### src/rtl/uart_err_cnt.sv
// Saturating event counter; a clear coinciding with an increment leaves the count at 1.
module uart_err_cnt #(
  parameter int CNT_W = 8
) (
  input  logic             Clk,
  input  logic             Rst,
  input  logic             inc,
  input  logic             clr,
  output logic [CNT_W-1:0] count
);

  logic [CNT_W-1:0] count_q, count_d;

  always_comb begin
    count_d = count_q;
    if (clr)
      count_d = CNT_W'(inc);
    else if (inc && (count_q != {CNT_W{1'b1}}))
      count_d = count_q + 1'b1;
  end

  // NOTE: sequential state uses non-blocking assignments so every flop samples pre-edge values.
  always_ff @(posedge Clk or negedge Rst) begin
    if (!Rst) count_q <= '0;
    else      count_q <= count_d;
  end

  assign count = count_q;

endmodule

### config.mk
export PLATFORM = sky130hd
export DESIGN_NAME = uart_err_cnt
export DESIGN_NICKNAME = d
export VERILOG_FILES = /design/src/rtl/uart_err_cnt.sv
export SDC_FILE = /design/constraint.sdc
export NUM_CORES = 1
export LEC_CHECK = 0
export CORE_AREA = 2 2 39 41
export CTS_CLUSTER_SIZE = 24
export DETAILED_ROUTE_END_ITERATION = 8
export DIE_AREA = 0 0 41 43
export SYNTH_ARGS = -nofsm -noshare
export SYNTH_HDL_FRONTEND = slang
export SYNTH_SLANG_ARGS = --single-unit
### constraint.sdc
create_clock -name Clk -period 1.31 [get_ports Clk]
set_input_delay 0.3275 -clock Clk [delete_from_list [all_inputs] [get_ports Clk]]
set_output_delay 0.3275 -clock Clk [all_outputs]
set_load 0.005 [all_outputs]
==> results of run 1 <==
## cells in the mapped netlist, drive strengths merged
master,count,area [µm²]
and4bb,1,12.5
ha,1,12.5
a211oi,1,7.51
nand2b,4,25.0
mux2i,1,10.0
a21boi,1,11.3
a311oi,1,8.76
dfrtp,8,200
nand2,3,11.3
nor3,1,5.00
o21ai,2,10.0
a21oi,5,25.0
o211ai,1,7.51
and3,2,12.5
and4,1,11.3
nand4,2,18.8
a41oi,1,8.76
a2111oi,1,15.0
o31ai,1,7.51
buf,1,7.51
clkbuf,1,3.75
nor3b,1,7.51
nand3,1,5.00
inv,2,7.51
a211o,1,8.76
or3,2,12.5
## timing repair
item | 4_1_cts | 5_1_grt
setup buffers | 8 | 4
endpoints found under the setup margin | 15 | 8
pin swaps | 5 | 6
resized for setup | 13 | 12
## power groups by stage
stage	logic [mW]	clock network, mW	registers, mW
floorplan	0.0277	0	0.273
global placement	0.0859	0	0.271
detailed placement	0.0859	0	0.271
CTS	0.0957	0.206	0.267
global route	0.112	0.220	0.271
finish	0.102	0.198	0.270
## area by class of cell
class | count | area [µm²]
fill | 122 | 549
clock buffer | 3 | 22.5
sequential | 8 | 201
inverter | 2 | 7.51
tap | 16 | 20.0
timing repair buffer | 31 | 262
multi-input combinational | 35 | 322
## metrics by stage
| step | hold slack [ns] | power, mW | instances | TNS, ns | util |
|---|---|---|---|---|---|
| global placement | 0.515 | 0.357 | 82 | -1.73 | 0.496 |
| floorplan | 0.0319 | 0.300 | 47 | 0 | - |
| detailed placement | 0.526 | 0.357 | 82 | -2.02 | 0.496 |
| CTS | 0.365 | 0.569 | 91 | -0.00922 | 0.557 |
| finish | 0.360 | 0.569 | 95 | -0.0190 | 0.603 |
| global route | 0.375 | 0.603 | 95 | -0.134 | 0.603 |
## metal layers
layer / routed length (µm) / global-route usage / vias up
li1: - / - / 247
met1: 599 / 0.244 / 249
met2: 702 / 0.247 / 5
met3: 24 / 0.0157 / 2
met4: 19 / 0.100 / 0
met5: 0 / 0 / -
## cell families (layout without fill, tap and decap cells)
kind of cell / after synthesis / in the layout
AO/OA/AOI/OAI: 15 / 15
adder cells (fa/ha/maj): 1 / 1
buffers and inverters: 4 / 36
flip-flops: 8 / 8
multiplexers: 1 / 1
AND/OR/NAND/NOR: 18 / 18
## worst max-delay path: cells and delay by family (launching register included)
kind / cells / cell delay [ns]
AOI/OAI and AO/OA: 1 / 0.15
and+or+nand+nor: 2 / 0.54
DFF: 1 / 0.36
buffers and inverters: 2 / 0.22
## worst max path at each step
stage	to	slack, ns	cells after the start
after detailed placement	count[7]	-0.36	4
after CTS	count[5]	-0.009	4
after global routing	count[7]	-0.12	5
final	count[7]	-0.02	5
after floorplan	count[5]	0.05	4
after global placement	count[7]	-0.32	4
==> flow_summary.ini, run 1 <==
[yosys]
syn_area_um2 = 473
ys_seq_elements = 8
synth_compound_area_frac = 0.233
post_synth_fa_ha_maj_area_fraction = 0.0265
sequential_to_total_area_share_from_yosys_stat = 0.423
synth_top_family_by_area = simple AND/OR/NAND/NOR gates
syn_inst = 47
syn-num-nets = 52
synth-simple-area-share = 0.257
synthesis.area_per_instance_um2 = 10.1
ys.warnings.count = 0
synth_cell_types = 27
synth_xor_xnor_area_share = 0
proportion_of_synthesized_area_in_mux_cells = 0.0212

[critical_path]
reg2reg_slack_ns = -0.02
reg2reg_depth = 5
worstPathArrival_ns = 1.51
critical-path-top-cell-by-count = buf_6
crit_path_max_fanout = 6
r2r-end = count[7]
path_cells = buf_6, buf_6, nand4_1, or3_1, a21oi_2
worst_path_required_ns = 1.49
cpPeakStageDelay_ns = 0.41
crit_slowest_cell = or3_1
crit_path_start = count[3]
cp-start-kind = flop
endpoint_kind_of_the_worst_setup_timing_path = flop
criticalPathCategory = flop to flop
reg2reg_from = count[3]

[route]
post_drt_wl_per_cell_um = 14.2
route.final.wire_length_mm = 1.35
num_vias = 503
detailedRoute.firstPassIterationCount = 4
via_density_per_instance = 5.29
drtIter0Drc = 9
drc = 0
drt.antenna.violating_nets = 0

[sta]
layout_min_cycle_time_ns = 1.33
setup_viol_count_final = 1
drv_slew = 0
final-hold-violation-count = 0
layout_setup_ws_ns = -0.0190
grt_setup_unrepaired = true
fmax_mhz = 752
clock_skew_ns = 0.00533
finalCritPeriodShare = 1.01
relSlewSlack = 0.738
worst_pin_slew_ns = 0.392

[floorplan]
initial_utilization = 0.342
die_height_um = 43
row_count = 14
io_pins = 12
die_area_mm2 = 0.00176
die_x_um = 41
placeableCoreArea_mm2 = 0.00138

[run_status]
status = complete, but fails checks
violations_in_the_final_reports = setup timing

[clocking]
clkLatencyLatePin_ns = 0.25
cts_buffer_depth = 2
number_of_buffers_added_to_fix_hold_violations_after_cts = 0
clock-root-buffer = clkbuf_4
tritoncts.num_buffers = 3
numClockSinks = 8
tritoncts = done
clkSlewWorstSetupHoldPaths_ns = 0.06
h-tree-depth = 1

[placement]
detailed_place.area_um2 = 687
place.detailed.hpwl_um = 879
placement.io_buffers = 11
pre_cts_slack_ns = -0.358
gp_routability_congestion = 0.742

[layout]
antenna_cells_inserted = 0
layout_common_cells = buf_4 (18), dfrtp_1 (7), dlygate4sd2_1 (6)
layout.cells.most_common = buf_4
largest_reg_flops = 8
nets = 86
postLayoutCellArea_um2 = 835
syn_to_final_growth_pct = 76.5
final_layout_size_suffix_gt1_frac = 0.481

[global_routing]
pin_count_of_the_biggest_net_entering_global_routing = 11
global_route.usage.total = 0.173
residual_overflow_from_global_routing = 0
grt_pass1_wl_mm = 2.05
grt_antenna_before_repair = 0
first_global_vias = 444

[power]
power_density_mw_per_mm2 = 682
p_int_mw = 0.421
comb_power_share = 0.178
leakage_nw = 0.381
power.clock.fraction = 0.348
power.net_switching_mw = 0.149
power_frac_seq = 0.473
ir_drop_uv = 414
swShare = 0.261

[hold_path]
hold_class = input port to asynchronous set/reset pin

[run]
max-cap-violations = 0
Note: power is estimated with default switching activity, not from simulation.
==> run 2, diff against run 1 <==
==> constraint.sdc (replaced) <==
create_clock -name Clk -period 1.31 [get_ports Clk]
set_input_delay 0.1965 -clock Clk [delete_from_list [all_inputs] [get_ports Clk]]
set_output_delay 0.1965 -clock Clk [all_outputs]
set_load 0.005 [all_outputs]
==> run 2 against run 1 <==
  * The run now ends clean
  * Clock power shrank 6%
  * First-iteration DRC count shrank 22%
  * Clock skew grew 0.0051 ns
  * Sequential share of layout area grew 2.6 points
  * Worst hold slack lost 0.14 ns
  * Clock-buffer cell count is the same
  * Critical path type unchanged
  * Final cell count shrank 7.4%
  * Maximum frequency grew 3.6%
  * Total power shrank 3.9%
  * Die area is the same
==> flow_summary.ini, run 2 (synthesized netlist as in run 1, its figures left out) <==
[run_status]
status = finished clean

[global_routing]
grt_pass1_wl_mm = 1.92
grt_antenna_before_repair = 0
pin_count_of_the_biggest_net_entering_global_routing = 9
first_global_vias = 430
residual_overflow_from_global_routing = 0
global_route.usage.total = 0.167

[critical_path]
worst_path_required_ns = 1.43
crit_path_max_fanout = 5
crit_slowest_cell = dfrtp_2
worstPathArrival_ns = 1.40
criticalPathCategory = flop to flop
endpoint_kind_of_the_worst_setup_timing_path = flop
reg2reg_slack_ns = 0.03
crit_path_start = count[7]
timing.critical_path.to = count[5]
reg2reg_from = count[7]
cp-start-kind = flop
r2r-end = count[5]
reg2reg_depth = 4
path_cells = buf_4, and3_4, a2111oi_4, nor3b_1
cpPeakStageDelay_ns = 0.42

[sta]
grt_setup_unrepaired = true
layout_min_cycle_time_ns = 1.28
relSlewSlack = 0.758
drv_slew = 0
finalCritPeriodShare = 0.979
tns_ns = 0
worst_pin_slew_ns = 0.361
setup_viol_count_final = 0
layout_setup_ws_ns = 0.0274
fmax_mhz = 780
final-hold-violation-count = 0
clock_skew_ns = 0.0104

[placement]
pre_cts_slack_ns = -0.193
detailed_place.area_um2 = 672
place.detailed.hpwl_um = 838
gp_routability_congestion = 0.716
placement.io_buffers = 11

[floorplan]
die_x_um = 41
die_area_mm2 = 0.00176
initial_utilization = 0.342
row_count = 14
die_height_um = 43
io_pins = 12
placeableCoreArea_mm2 = 0.00138

[power]
power_frac_seq = 0.478
swShare = 0.243
ir_drop_uv = 532
power_density_mw_per_mm2 = 712
power.clock.fraction = 0.342
power_mw = 0.547
comb_power_share = 0.179
leakage_nw = 0.391
p_int_mw = 0.414
power.net_switching_mw = 0.133

[layout]
postLayoutCellArea_um2 = 768
antenna_cells_inserted = 0
largest_reg_flops = 8
layout.cells.most_common = buf_4
nets = 79
final_layout_size_suffix_gt1_frac = 0.417
syn_to_final_growth_pct = 62.4

[route]
detailroute.wirelength.met3_um = 56
post_drt_wl_per_cell_um = 13.8
drc = 0
route.final.wire_length_mm = 1.22
detailroute.wirelength.met2_um = 589
routed.top_layer = met4
num_vias = 466
detailedRoute.firstPassIterationCount = 3
via_density_per_instance = 5.30
drt-met1-wl_um = 551
drt.antenna.violating_nets = 0
drtIter0Drc = 7

[clocking]
cts_buffer_depth = 2
clock-root-buffer = clkbuf_4
tritoncts.num_buffers = 3
clkLatencyLatePin_ns = 0.25
h-tree-depth = 1
clkSlewWorstSetupHoldPaths_ns = 0.06
numClockSinks = 8
tritoncts = done

[hold_path]
hold_class = input port to asynchronous set/reset pin

[run]
max-cap-violations = 0
run 2: cell count changes in the layout (fill, tap and decap cells not counted), moves of 2 or more:
cell             before  now
buf_4                18   12
buf_6                 3    1
clkdlybuf4s15_1       2    0
dfrtp_1               7    4
dfrtp_2               1    4
dlygate4sd2_1         6    4
dlymetal6s2s_1        0    4
run 2: worst min path at each step:
stage	startpoint	end	slack, ns	cells after the start
floorplan	Rst	count[0]	-0.1	0
global placement	Rst	count[6]	0.51	1
detailed placement	Rst	count[6]	0.51	1
CTS	Rst	count[3]	0.24	1
global route	Rst	count[3]	0.24	1
finish	Rst	count[3]	0.22	1
run 2: power groups by stage:
stage               clock network (mW)  logic [mW]  registers [mW]
floorplan                            0      0.0277           0.273
global placement                     0      0.0960           0.267
detailed placement                   0      0.0945           0.268
CTS                              0.190      0.0940           0.262
global route                     0.215       0.108           0.263
finish                           0.187      0.0981           0.262
run 2: final cells by class:
| class | count | area [µm²] |
|---|---|---|
| sequential | 8 | 205 |
| inverter | 2 | 7.51 |
| fill | 127 | 616 |
| clock buffer | 3 | 22.5 |
| timing repair buffer | 24 | 216 |
| multi-input combinational | 35 | 297 |
| tap | 16 | 20.0 |
run 2: critical path, delay by kind of cell, from the launching register on:
| family | cells | cell delay, ns |
|---|---|---|
| flip-flops | 1 | 0.42 |
| AND/OR/NAND/NOR | 2 | 0.29 |
| AO/OA/AOI/OAI | 1 | 0.28 |
| buffers and inverters | 1 | 0.16 |
run 2: routing by layer:
layer / up-vias / global-route usage
met5: - / 0
met3: 2 / 0.0785
met1: 223 / 0.231
met4: 0 / 0.0600
met2: 10 / 0.222
li1: 231 / -
run 2: through the flow:
step | utilization | hold slack, ns | std cells
after floorplan | - | -0.0991 | 47
after global placement | 0.486 | 0.508 | 80
after detailed placement | 0.486 | 0.508 | 80
after CTS | 0.533 | 0.236 | 88
after global routing | 0.555 | 0.244 | 88
final | 0.555 | 0.216 | 88
run 2: repair_timing:
action / CTS / global route
hold buffers: 0 / 0
buffers inserted: 5 / 0
pin swaps: 0 / 2
endpoints found under the setup margin: 8 / 9
resized for setup: 10 / 8
